==> config.mk <==
export PLATFORM = sky130hd
export DESIGN_NAME = axi_unpack_flat
export DESIGN_NICKNAME = d
export VERILOG_FILES = /design/src/rtl/t120_stream_pkg.sv /design/src/rtl/axi_unpack_if.sv /design/src/rtl/axi_unpack.sv /design/src/flat_wrapper.sv
export SDC_FILE = /design/constraint.sdc
export NUM_CORES = 1
export LEC_CHECK = 0
export ABC_CLOCK_PERIOD_IN_PS = 2900
export BUFFER_PORTS_ARGS = -buffer_cell sky130_fd_sc_hd__buf_2
export CORE_MARGIN = 5
export CORE_UTILIZATION = 50
export CTS_CLUSTER_DIAMETER = 30
export DETAILED_ROUTE_END_ITERATION = 12
export PLACE_DENSITY_LB_ADDON = 0.3
export RECOVER_POWER = 25
export SLEW_MARGIN = 20
export SYNTH_ARGS = -nofsm -noshare
export SYNTH_HDL_FRONTEND = slang
export SYNTH_SLANG_ARGS = --single-unit
==> constraint.sdc <==
create_clock -name clk -period 2.9 [get_ports clk]
set_input_delay 0.58 -clock clk [delete_from_list [all_inputs] [get_ports clk]]
set_output_delay 0.58 -clock clk [all_outputs]
set_load 0.03 [all_outputs]
==> src/rtl/t120_stream_pkg.sv <==
// Shared stream definitions for the framebuffer read/write width converters.
package t120_stream_pkg;

  localparam int PIXEL_WIDTH   = 16;
  localparam int DEFAULT_RATIO = 8;

  // Word-plus-flag entry at the default framebuffer word width.
  typedef struct packed {
    logic [PIXEL_WIDTH*DEFAULT_RATIO-1:0] data;
    logic                                 last;
  } word_entry_t;

  // Counter width for n states; never narrower than one bit.
  function automatic int clog2_min1(input int n);
    int w;
    w = 1;
    while ((1 << w) < n) w++;
    return w;
  endfunction

endpackage

==> src/rtl/axi_unpack_if.sv <==
// Wide-word input stream and narrow-beat output stream of the unpacker.
interface axi_unpack_if import t120_stream_pkg::*; #(
  parameter int IN_WIDTH  = PIXEL_WIDTH*DEFAULT_RATIO,
  parameter int OUT_WIDTH = PIXEL_WIDTH
);
  logic [IN_WIDTH-1:0]  in_data;
  logic                 in_last;
  logic                 in_valid;
  logic                 in_ready;
  logic [OUT_WIDTH-1:0] out_data;
  logic                 out_last;
  logic                 out_valid;
  logic                 out_ready;

  modport slave (
    input  in_data, in_last, in_valid, out_ready,
    output in_ready, out_data, out_last, out_valid
  );

  modport master (
    output in_data, in_last, in_valid, out_ready,
    input  in_ready, out_data, out_last, out_valid
  );
endinterface

==> src/rtl/axi_unpack.sv <==
// Stream width downsizer: wide words in, RATIO narrow beats out per word.
// All outputs (including in_ready) are flops; no input-to-output path.
// Optional build macro AXI_UNPACK_MSB_FIRST_EN: emit the most significant
// slice of each word first instead of the least significant.
//
// state   | meaning
// --------+-------------------------------------------------
// S_EMPTY | no word held, out_valid low
// S_CUR   | cur holds the word being emitted, stage empty
// S_BOTH  | cur emitting and stage holds the next word
module axi_unpack import t120_stream_pkg::*; #(
  parameter int IN_WIDTH  = PIXEL_WIDTH*DEFAULT_RATIO,
  parameter int OUT_WIDTH = PIXEL_WIDTH
) (
  input logic         clk,
  input logic         rstn,
  axi_unpack_if.slave bus
);

  localparam int RATIO = IN_WIDTH / OUT_WIDTH;
  localparam int CNT_W = clog2_min1(RATIO);
  localparam logic [CNT_W-1:0] CNT_LAST = CNT_W'(RATIO - 1);

  if (RATIO < 2 || IN_WIDTH != RATIO*OUT_WIDTH) begin : g_bad_cfg
    $error("axi_unpack: IN_WIDTH must equal RATIO*OUT_WIDTH with RATIO >= 2");
  end

  typedef enum logic [1:0] {S_EMPTY, S_CUR, S_BOTH} state_t;

  typedef struct packed {
    logic [IN_WIDTH-1:0] data;
    logic                last;
  } entry_t;

  state_t               state, state_nxt;
  entry_t               cur, cur_nxt, stage, stage_nxt, in_entry;
  logic [CNT_W-1:0]     cnt, cnt_nxt;
  logic                 in_fire, out_fire, vacate;
  logic [OUT_WIDTH-1:0] slice_nxt;

  assign in_entry = '{data: bus.in_data, last: bus.in_last};
  assign in_fire  = bus.in_valid & bus.in_ready;
  assign out_fire = bus.out_valid & bus.out_ready;
  assign vacate   = out_fire & (cnt == CNT_LAST);

  // Occupancy state register.
  always_ff @(posedge clk or negedge rstn) begin
    if (!rstn) state <= S_EMPTY;
    else       state <= state_nxt;
  end

  // Next occupancy, word routing (cur vs stage) and beat counter.
  always_comb begin
    state_nxt = state;
    cur_nxt   = cur;
    stage_nxt = stage;
    cnt_nxt   = cnt;
    if (vacate)        cnt_nxt = '0;
    else if (out_fire) cnt_nxt = cnt + CNT_W'(1);
    case (state)
      S_EMPTY: begin
        if (in_fire) begin
          cur_nxt   = in_entry;
          state_nxt = S_CUR;
        end
      end
      S_CUR: begin
        if (vacate) begin
          if (in_fire) cur_nxt   = in_entry;
          else         state_nxt = S_EMPTY;
        end else if (in_fire) begin
          stage_nxt = in_entry;
          state_nxt = S_BOTH;
        end
      end
      S_BOTH: begin
        // in_ready is low here, so only the stage-to-cur handoff can occur.
        if (vacate) begin
          cur_nxt   = stage;
          state_nxt = S_CUR;
        end
      end
      default: state_nxt = S_EMPTY;
    endcase
  end

  // Select the slice the next cycle presents; a mux avoids a variable shifter.
  always_comb begin
    slice_nxt = '0;
    for (int k = 0; k < RATIO; k++) begin
      if (cnt_nxt == CNT_W'(k)) begin
`ifdef AXI_UNPACK_MSB_FIRST_EN
        slice_nxt = cur_nxt.data[(RATIO-1-k)*OUT_WIDTH +: OUT_WIDTH];
`else
        slice_nxt = cur_nxt.data[k*OUT_WIDTH +: OUT_WIDTH];
`endif
      end
    end
  end

  // Datapath storage and registered outputs, all computed from next state.
  always_ff @(posedge clk or negedge rstn) begin
    if (!rstn) begin
      cur           <= '0;
      stage         <= '0;
      cnt           <= '0;
      bus.in_ready  <= 1'b0;
      bus.out_valid <= 1'b0;
      bus.out_data  <= '0;
      bus.out_last  <= 1'b0;
    end else begin
      cur           <= cur_nxt;
      stage         <= stage_nxt;
      cnt           <= cnt_nxt;
      bus.in_ready  <= (state_nxt != S_BOTH);
      bus.out_valid <= (state_nxt != S_EMPTY);
      bus.out_data  <= (state_nxt == S_EMPTY) ? '0 : slice_nxt;
      bus.out_last  <= (state_nxt != S_EMPTY) & cur_nxt.last & (cnt_nxt == CNT_LAST);
    end
  end

endmodule

==> src/flat_wrapper.sv <==
// flat-port wrapper written by rule: the top's interface ports become plain ports
module axi_unpack_flat import t120_stream_pkg::*;
#(
  parameter int IN_WIDTH  = PIXEL_WIDTH*DEFAULT_RATIO,
  parameter int OUT_WIDTH = PIXEL_WIDTH
)
  (clk, rstn, bus_in_data, bus_in_last, bus_in_valid, bus_out_ready, bus_in_ready, bus_out_data, bus_out_last, bus_out_valid);
  axi_unpack_if #(.IN_WIDTH(IN_WIDTH), .OUT_WIDTH(OUT_WIDTH)) bus_i ();
  input logic clk;
  input logic rstn;
  input wire logic [$bits(bus_i.in_data)-1:0] bus_in_data;
  input wire logic [$bits(bus_i.in_last)-1:0] bus_in_last;
  input wire logic [$bits(bus_i.in_valid)-1:0] bus_in_valid;
  input wire logic [$bits(bus_i.out_ready)-1:0] bus_out_ready;
  output wire logic [$bits(bus_i.in_ready)-1:0] bus_in_ready;
  output wire logic [$bits(bus_i.out_data)-1:0] bus_out_data;
  output wire logic [$bits(bus_i.out_last)-1:0] bus_out_last;
  output wire logic [$bits(bus_i.out_valid)-1:0] bus_out_valid;
  assign bus_i.in_data = bus_in_data;
  assign bus_i.in_last = bus_in_last;
  assign bus_i.in_valid = bus_in_valid;
  assign bus_i.out_ready = bus_out_ready;
  assign bus_in_ready = bus_i.in_ready;
  assign bus_out_data = bus_i.out_data;
  assign bus_out_last = bus_i.out_last;
  assign bus_out_valid = bus_i.out_valid;
  axi_unpack #(.IN_WIDTH(IN_WIDTH), .OUT_WIDTH(OUT_WIDTH)) u_core (.clk(clk), .rstn(rstn), .bus(bus_i));
endmodule
==> flow_metrics.env, run 1 <==
export IMPL_outcome="finished with violations"
export IMPL_violations="capacitance limit, slew limit"
export IMPL_cap_violations=1
export IMPL_die_y_um=172.5
export IMPL_dr_total_vias=11260
export IMPL_grt_start_max_net_pins=79
export IMPL_die_area_um2=29750
export IMPL_worstPathArrival_ns=3.23
export IMPL_finalSetupViolCount=0
export IMPL_synth_top_family_by_area="compound AO/OA/AOI/OAI gates"
export IMPL_synth_compound_area_frac=0.1703
export IMPL_criticalPathCategory="register to register"
export IMPL_finish_utilization=0.6502
export IMPL_wl_per_cell_um=23.08
export IMPL_rsz0062_at_grt="true"
export IMPL_grtUsageTotal=0.2725
export IMPL_peakVddDrop_v=0.0007041
export IMPL_final_hold_viol_count=0
export IMPL_drtPass1Iterations=8
export IMPL_htreeDepth=2
export IMPL_finalWeightedCongestion=0.9017
export IMPL_synth_fp_nets=1349
export IMPL_io_pins=152
export IMPL_timing_final_crit_share=0.9626
export IMPL_layout_drive_gt1_share=0.3306
export IMPL_syn_avg_cell_area_um2=10.87
export IMPL_syn_to_final_growth_pct=28.36
export IMPL_nets=1547
export IMPL_pwr_density_cell_nw_per_um2=1350
export IMPL_synth_main_ff_cell="dfrtp_1"
export IMPL_fin_tns_setup_ns=0
export IMPL_required_ns=3.34
export IMPL_synthAdderAreaFrac=0.003697
export IMPL_wl_um=41450
export IMPL_grt_overflow=0
export IMPL_r2r_setup_slack_ns=0.11
export IMPL_root_buffer="clkbuf_16"
export IMPL_worst_setup_path_end_kind="register"
export IMPL_first_global_vias=11110
export IMPL_synth_edff_count=0
export IMPL_ys_warn_count=0
export IMPL_synth_async_reset_ratio=1.000
export IMPL_ys_seq_elements=282
export IMPL_cts_tree="done"
export IMPL_n_antenna_cell=0
export IMPL_postSynthCellCount=1214
export IMPL_dpl_hpwl_um=26960
export IMPL_antenna_found_initial=0
export IMPL_synth_top_area_share=0.5346
export IMPL_fin_crit_ns=2.792
export IMPL_yosysUniqueCellTypes=67
export IMPL_cts_reportedPaths_clkPinSlew_ns=0.05
export IMPL_p_leak_nw=8.002
export IMPL_yosysTopAreaCell="dfrtp_1"
export IMPL_clock_sinks=282
export IMPL_synthTopCellsByCount="282 x dfrtp_1, 152 x nand2_1, 138 x mux2_2"
export IMPL_grt_pass1_wl_um=63230
export IMPL_clk_latency_ns=0.58
export IMPL_fmax_mhz=358.2
export IMPL_synthMuxAreaShare=0.1408
export IMPL_drt_iter0_drc=1474
export IMPL_yosys_area_share_simple=0.1015
export IMPL_max_slew_worst_pin_slew_ns=1.857
export IMPL_cts_path_max_buffers=3
export IMPL_ant_nets=0
export IMPL_synth_most_common_cell="dfrtp_1"
export IMPL_crit_fanout=26
export IMPL_cp_start_kind="register"
export IMPL_clock_skew_final_ns=0.01257
export IMPL_synth_xor_area_share=0
export IMPL_slew_headroom=-0.2379
export IMPL_io_buffer_count=151
export IMPL_syn_area_um2=13200
export IMPL_synth_area_leaders="dfrtp_1 53%, mux2_2 12%, nand2_1 4.3%"
export IMPL_drc_errors=0
export IMPL_ys_seq_area_frac=0.5346
export IMPL_die_w_um=172.5
export IMPL_placeableCoreArea_um2=26060
export IMPL_via_per_inst=6.269
export IMPL_power_mw=22.88
export IMPL_start_util=0.5065
export IMPL_min_path_type="input pin to register"
export IMPL_report_final_slew_viol_count=68
export IMPL_core_rowCount=59
export IMPL_cts_buffers=60
==> path summary, 6_finish.rpt <==
kind / start / endpoint / depth (start not counted)
hold / removal: bus_in_data[24] / u_core.stage[25] / 2
min in group asynchronous: rstn / u_core.stage[98] / 2
setup / recovery: u_core.cnt[1] / u_core.bus.out_data[12] / 10
hold reg to reg: u_core.cur[10] / u_core.cur[10] / 2
max in group asynchronous: rstn / u_core.cur[76] / 3
setup reg to reg: u_core.cnt[1] / u_core.bus.out_data[12] / 10
==> timing repair <==
action | in CTS | in global routing
setup endpoints to repair | 10 | 12
gates cloned | 1 | 2
hold buffers | 1 | 0
buffers inserted | 0 | 5
pin swaps | 1 | 7
hold endpoints to repair | 12 | 0
gates resized for setup | 4 | 4
==> power breakdown <==
part	switching, mW	internal (mW)	total [mW]
clock network	2.20	5.14	7.34
registers	0.990	5.86	6.85
logic	5.14	3.54	8.69
total	8.34	14.5	22.9
==> cells in the final DEF, fill, tap and decap left out, types with 45 or more instances in the layout <==
cell       instances
clkbuf_16         62
a222oi_1          45
buf_2            150
inv_1             62
nand2_1          151
dfrtp_1          281
a22oi_1           46
nand3_1           45
buf_4             55
o21ai_0           46
nor2_1            61
mux2_2           138
==> stage by stage <==
stage,cells,hold WS [ns],area [um^2],worst slack (ns)
2_1_floorplan,1214,0.2844,13200,0.3207
3_3_place_gp,1676,0.4428,14610,-0.01245
3_5_place_dp,1676,0.4545,14610,-0.1109
4_1_cts,1789,0.2373,16860,0.001448
5_1_grt,1796,0.2403,16940,-0.01645
6_report,1796,0.2495,16940,0.1084
==> layer usage <==
metal / track usage / share of wire
met1: 0.3946 / 0.42
met5: 0 / 0
met2: 0.4067 / 0.45
met3: 0.05350 / 0.091
met4: 0.1066 / 0.034
==> worst max-delay path, cell delays in order (launching register included) <==
cell and delay [ns]:
dfrtp_1 0.38, ha_1 0.20, ha_4 0.21, and3_4 0.23, maj3_4 0.24, o21ai_4 0.15
bufbuf_16 0.35, a222oi_1 0.46, nand2_1 0.13, o2111ai_1 0.18, o31ai_1 0.13
==> layout make-up <==
| class | count | area [um^2] |
|---|---|---|
| sequential | 282 | 7058 |
| inverter | 64 | 240.2 |
| multi-input combinational | 782 | 5555 |
| timing repair buffer | 222 | 1469 |
| clock inverter | 26 | 454.2 |
| clock buffer | 85 | 1747 |
| fill | 2010 | 9116 |
| tap | 335 | 419.2 |
==> cell families after synthesis <==
logic type,after synthesis
flip-flops,282
AND/OR/NAND/NOR,308
AO/OA/AOI/OAI,301
multiplexers,168
buffers and inverters,151
adder cells (fa/ha/maj),4
==> registers in the layout, indices dropped and copies added (netlist names) <==
name                  flops
u_core.cur              129
u_core.stage            129
u_core.bus.out_data      16
u_core.cnt                3
u_core.state              2
u_core.bus.in_ready       1
u_core.bus.out_last       1
u_core.bus.out_valid      1
Power figures use the tool's default switching activity.
==> run 2: changes to the inputs <==
--- a/config.mk
+++ b/config.mk
@@ -9,7 +9,7 @@
 export BUFFER_PORTS_ARGS = -buffer_cell sky130_fd_sc_hd__buf_2
 export CORE_MARGIN = 5
 export CORE_UTILIZATION = 50
-export CTS_CLUSTER_DIAMETER = 30
+export CTS_BUF_LIST = sky130_fd_sc_hd__clkbuf_8
 export DETAILED_ROUTE_END_ITERATION = 12
 export PLACE_DENSITY_LB_ADDON = 0.3
 export RECOVER_POWER = 25
==> run 2 against run 1 <==
The flow still finishes with violations (capacitance limit, slew limit). Flip-flop and latch count unchanged. Critical path type unchanged. Clock power down 49%. Utilization down 4.7 points. Critical path depth unchanged. Count of clock-buffer cells in the layout down 25. Sequential share of layout area up 3.2 points. Highest routed layer unchanged.
==> flow_metrics.env, run 2 (same netlist as run 1, synthesis figures left out) <==
export IMPL_outcome="finished with violations"
export IMPL_violations="capacitance limit, slew limit"
export IMPL_via_per_inst=6.151
export IMPL_cts_tree="done"
export IMPL_min_delay_path_depth=2
export IMPL_cts_reportedPaths_clkPinSlew_ns=0.07
export IMPL_slew_headroom=-0.2376
export IMPL_final_cells=1770
export IMPL_htreeDepth=2
export IMPL_required_ns=3.35
export IMPL_reg2regPathDepth=10
export IMPL_clk_latency_ns=0.60
export IMPL_met1_usage=0.3884
export IMPL_drc_errors=0
export IMPL_syn_to_final_growth_pct=19.17
export IMPL_die_w_um=172.5
export IMPL_r2r_start="u_core.cnt[1]"
export IMPL_die_area_um2=29750
export IMPL_dr_total_vias=10890
export IMPL_finalWeightedCongestion=0.9017
export IMPL_antenna_found_initial=0
export IMPL_final_hold_viol_count=0
export IMPL_grt_overflow=0
export IMPL_cap_violations=1
export IMPL_ant_nets=0
export IMPL_core_rowCount=59
export IMPL_clock_sinks=282
export IMPL_min_path_type="input pin to register"
export IMPL_drt_iter0_drc=1287
export IMPL_fillers=2224
export IMPL_placeableCoreArea_um2=26060
export IMPL_peakVddDrop_v=0.0007892
export IMPL_use_met2=0.3905
export IMPL_p_leak_nw=7.500
export IMPL_root_buffer="clkbuf_8"
export IMPL_fin_crit_ns=2.804
export IMPL_first_global_vias=10910
export IMPL_layout_drive_gt1_share=0.3164
export IMPL_cts_path_max_buffers=3
export IMPL_worst_setup_path_end_kind="register"
export IMPL_grt_start_max_net_pins=79
export IMPL_crit_start="u_core.cnt[1]"
export IMPL_power_mw=19.08
export IMPL_n_antenna_cell=0
export IMPL_layout_commonest_cell="dfrtp_1"
export IMPL_io_buffer_count=151
export IMPL_grtUsageTotal=0.2637
export IMPL_whs_ns=0.2300
export IMPL_nets=1535
export IMPL_finalSetupViolCount=0
export IMPL_clock_skew_final_ns=0.04558
export IMPL_r2r_setup_slack_ns=0.1
export IMPL_cts_buffers=49
export IMPL_fmax_mhz=356.6
export IMPL_report_final_slew_viol_count=68
export IMPL_grt_pass1_wl_um=61380
export IMPL_cp_start_kind="register"
export IMPL_die_y_um=172.5
export IMPL_crit_end="u_core.bus.out_data[15]"
export IMPL_crit_fanout=26
export IMPL_finish_utilization=0.6036
export IMPL_stdcell_area_um2=15730
export IMPL_pwr_density_cell_nw_per_um2=1213
export IMPL_start_util=0.5065
export IMPL_final_cell_mix="282 x dfrtp_1, 151 x nand2_1, 150 x buf_2, 138 x mux2_2, 77 x inv_1"
export IMPL_max_slew_worst_pin_slew_ns=1.856
export IMPL_wl_um=39410
export IMPL_worstPathArrival_ns=3.26
export IMPL_dp_cells=1676
export IMPL_wl_per_cell_um=22.26
export IMPL_drtPass1Iterations=8
export IMPL_rr_endpoint="u_core.bus.out_data[15]"
export IMPL_top_regs="u_core.cur (129), u_core.stage (129), u_core.bus.out_data (16)"
export IMPL_dpl_cell_area_um2=14610
export IMPL_criticalPathCategory="register to register"
export IMPL_io_pins=152
export IMPL_timing_final_crit_share=0.9669
export IMPL_met3_usage=0.05007
export IMPL_dpl_hpwl_um=26960
export IMPL_grt_busiest_layer="met2"
## run 2: worst min path at each step
stage,startpoint,slack (ns),to
2_1_floorplan,rstn,0.28,u_core.bus.in_ready
3_3_place_gp,u_core.cur[2],0.44,u_core.cur[2]
4_1_cts,bus_in_data[76],0.20,u_core.stage[77]
5_1_grt,bus_in_data[0],0.20,u_core.stage[1]
3_5_place_dp,u_core.cur[10],0.45,u_core.cur[10]
6_report,bus_in_data[76],0.23,u_core.stage[77]
## run 2: per-layer routing
layer / part of all wire / wire length, um / up-vias
met4: 0.034 / 1343 / 0
met2: 0.45 / 17720 / 495
met3: 0.083 / 3261 / 87
li1: - / - / 4864
met1: 0.43 / 17080 / 5441
met5: 0 / 0 / -
## run 2: critical path: stages (launching register included)
cell and delay, ns:
dfrtp_1 0.41, ha_1 0.22, ha_4 0.20, and3_2 0.25, maj3_4 0.36, o21ai_4 0.20
buf_12 0.25, a222oi_1 0.15, a221oi_1 0.39, o21ai_2 0.14, o31ai_1 0.10
## run 2: power breakdown
group	internal [mW]	switching, mW
sequential	5.84	0.954
clock	2.05	1.66
combinational	3.55	5.01
total	11.4	7.63
## run 2: layout make-up
| type | count | area (um^2) | share of cell area |
|---|---|---|---|
| timing repair buffer | 222 | 1451 | 0.09228 |
| inverter | 64 | 240.2 | 0.01527 |
| sequential | 282 | 7057 | 0.4487 |
| multi-input combinational | 781 | 5549 | 0.3528 |
| clock inverter | 26 | 186.4 | 0.01185 |
| tap | 335 | 419.2 | 0.02665 |
| clock buffer | 60 | 825.8 | 0.05250 |
## run 2: per-stage QoR
stage	setup TNS [ns]	setup WS, ns
6_report	0	0.09586
5_1_grt	-0.02698	-0.02698
2_1_floorplan	0	0.3207
4_1_cts	0	0.05534
3_5_place_dp	-0.1664	-0.1109
3_3_place_gp	-0.01245	-0.01245
## run 2: what timing repair did
item | 4_1_cts | 5_1_grt
setup buffers | 5 | 1
hold buffers | 1 | 0
pin swaps | 2 | 7
hold endpoints to repair | 52 | 0
gates resized for setup | 4 | 4
gates cloned | 1 | 0
setup endpoints to repair | 8 | 14
==> run 3: changes to the inputs <==
--- a/config.mk
+++ b/config.mk
@@ -7,11 +7,13 @@
 export LEC_CHECK = 0
 export ABC_CLOCK_PERIOD_IN_PS = 2900
 export BUFFER_PORTS_ARGS = -buffer_cell sky130_fd_sc_hd__buf_2
+export CELL_PAD_IN_SITES_DETAIL_PLACEMENT = 0
+export CELL_PAD_IN_SITES_GLOBAL_PLACEMENT = 1
 export CORE_MARGIN = 5
-export CORE_UTILIZATION = 50
+export CORE_UTILIZATION = 48
 export CTS_BUF_LIST = sky130_fd_sc_hd__clkbuf_8
 export DETAILED_ROUTE_END_ITERATION = 12
-export PLACE_DENSITY_LB_ADDON = 0.3
+export PLACE_DENSITY = 0.94
 export RECOVER_POWER = 25
 export SLEW_MARGIN = 20
 export SYNTH_ARGS = -nofsm -noshare
==> run 3 against run 2 <==
The run still ends with capacitance limit, slew limit left. Largest cell class unchanged. Clock power down 2%. Count of clock-buffer cells in the layout increased by 4. Highest routed layer unchanged. Cell count increased by 0.17%. Largest power group unchanged.
==> flow_metrics.env, run 3 (same netlist as run 1, synthesis figures left out) <==
export IMPL_grt_pass1_wl_um=61930
export IMPL_die_area_um2=30910
export IMPL_clock_sinks=282
export IMPL_worst_path_stages=10
export IMPL_critPathMaxStageDelay_ns=0.44
export IMPL_path_buf_inv=1
export IMPL_clock_skew_final_ns=0.02880
export IMPL_layout_drive_gt1_share=0.3142
export IMPL_dr_total_vias=11050
export IMPL_outcome="finished with violations"
export IMPL_placeableCoreArea_um2=27030
export IMPL_reg2regPathDepth=10
export IMPL_dpl_cell_area_um2=14630
export IMPL_fmax_mhz=355.3
export IMPL_start_util=0.4884
export IMPL_finish_utilization=0.5797
export IMPL_final_cell_mix="282 x dfrtp_1, 150 x nand2_1, 150 x buf_2, 138 x mux2_2, 75 x inv_1"
export IMPL_root_buffer="clkbuf_8"
export IMPL_crit_start="u_core.cnt[0]"
export IMPL_rr_endpoint="u_core.bus.out_data[15]"
export IMPL_die_y_um=175.8
export IMPL_peakVddDrop_v=0.0005747
export IMPL_drtPass1Iterations=6
export IMPL_worstPathArrival_ns=3.26
export IMPL_power_mw=18.88
export IMPL_min_from="bus_in_data[9]"
export IMPL_pwr_density_cell_nw_per_um2=1205
export IMPL_met3_usage=0.06091
export IMPL_drt_iter0_drc=1247
export IMPL_p_leak_nw=7.461
export IMPL_r2r_setup_slack_ns=0.09
export IMPL_top_regs="u_core.cur (129), u_core.stage (129), u_core.bus.out_data (16)"
export IMPL_grt_overflow=0
export IMPL_syn_to_final_growth_pct=18.69
export IMPL_required_ns=3.34
export IMPL_r2r_start="u_core.cnt[0]"
export IMPL_drc_errors=0
export IMPL_cts_reportedPaths_clkPinSlew_ns=0.07
export IMPL_layout_commonest_cell="dfrtp_1"
export IMPL_min_path_type="input pin to register"
export IMPL_timing_final_crit_share=0.9706
export IMPL_io_pins=152
export IMPL_slew_headroom=-0.3233
export IMPL_via_per_inst=6.230
export IMPL_max_slew_worst_pin_slew_ns=1.985
export IMPL_fin_tns_setup_ns=0
export IMPL_antenna_found_initial=1
export IMPL_htreeDepth=2
export IMPL_crit_fanout=18
export IMPL_critPathTopFamily="compound AO/OA/AOI/OAI gates"
export IMPL_dpl_hpwl_um=27620
export IMPL_fillers=2251
export IMPL_crit_slowest_cell="a222oi_1"
export IMPL_cp_common_cell="ha_1"
export IMPL_wl_um=40400
export IMPL_fin_ws_ns=0.08531
export IMPL_ant_nets=0
export IMPL_stdcell_area_um2=15670
export IMPL_fin_crit_ns=2.815
export IMPL_grtUsageTotal=0.2528
export IMPL_cp_start_kind="register"
export IMPL_grt_busiest_layer="met2"
export IMPL_violations="capacitance limit, slew limit"
export IMPL_cap_violations=1
export IMPL_final_hold_viol_count=0
export IMPL_cts_buffers=48
export IMPL_die_w_um=175.8
export IMPL_clk_latency_ns=0.58
export IMPL_finalSetupViolCount=0
export IMPL_met1_usage=0.3644
export IMPL_wl_per_cell_um=22.79
export IMPL_finalWeightedCongestion=0.8891
export IMPL_path_cells="ha_1, ha_1, and3_1, maj3_4, o21ai_2, clkbuf_16, a222oi_1, mux2i_1, o21ai_0, o31ai_1"
export IMPL_grt_start_max_net_pins=69
export IMPL_dp_slack_ns=0.08137
export IMPL_use_met2=0.3817
export IMPL_core_rowCount=60
export IMPL_n_antenna_cell=0
export IMPL_report_final_slew_viol_count=66
export IMPL_crit_end="u_core.bus.out_data[15]"
export IMPL_worst_setup_path_end_kind="register"
export IMPL_first_global_vias=10900
export IMPL_io_buffer_count=151
export IMPL_cts_tree="done"
export IMPL_nets=1530
export IMPL_cts_path_max_buffers=3
export IMPL_criticalPathCategory="register to register"
==> run 3: changes by cell type in the layout (fill, tap and decap cells not counted), sizes merged <==
| cell | delta |
|---|---|
| clkbuf | +5 |
| bufinv | -2 |
| bufbuf | -1 |
| o21ai | +1 |
| clkinv | -1 |
| buf | -5 |
==> run 3: metrics by stage <==
step | hold slack (ns) | std cells
4_1_cts | 0.2162 | 1770
5_1_grt | 0.2298 | 1773
6_report | 0.2439 | 1773
3_3_place_gp | 0.4425 | 1682
3_5_place_dp | 0.4526 | 1682
2_1_floorplan | 0.2844 | 1214
==> run 3: layout make-up <==
| type | instances | area (um^2) | area share |
|---|---|---|---|
| timing repair buffer | 217 | 1419 | 0.09057 |
| inverter | 64 | 240.2 | 0.01533 |
| multi-input combinational | 782 | 5532 | 0.3531 |
| tap | 341 | 426.7 | 0.02723 |
| sequential | 282 | 7057 | 0.4504 |
| clock inverter | 23 | 111.4 | 0.007108 |
| clock buffer | 64 | 880.8 | 0.05623 |
==> run 3: how the worst min path moves through the flow <==
| stage | to | slack (ns) | depth (start not counted) |
|---|---|---|---|
| detailed placement | u_core.cur[1] | 0.45 | 2 |
| global placement | u_core.cur[1] | 0.44 | 2 |
| global route | u_core.stage[5] | 0.23 | 2 |
| finish | u_core.stage[10] | 0.24 | 2 |
| CTS | u_core.stage[10] | 0.22 | 2 |
| floorplan | u_core.bus.in_ready | 0.28 | 0 |
==> run 3: report_power, final <==
group	leakage [nW]	internal [mW]	switching, mW
Sequential	3.44	5.85	0.962
Combinational	3.45	3.43	5.01
Clock	0.567	1.98	1.65
==> run 3: routing by layer <==
layer  vias to the layer above  wire length, um
li1                       4864                -
met1                      5503            17120
met2                       611            18440
met3                        67             3978
met4                         0              865
met5                         -                0
==> run 3: what timing repair did <==
action,4_1_cts,5_1_grt
hold buffers,1,0
endpoints found under the hold margin,7,0
setup endpoints to repair,0,13
resized for setup,0,4
setup buffers,0,1
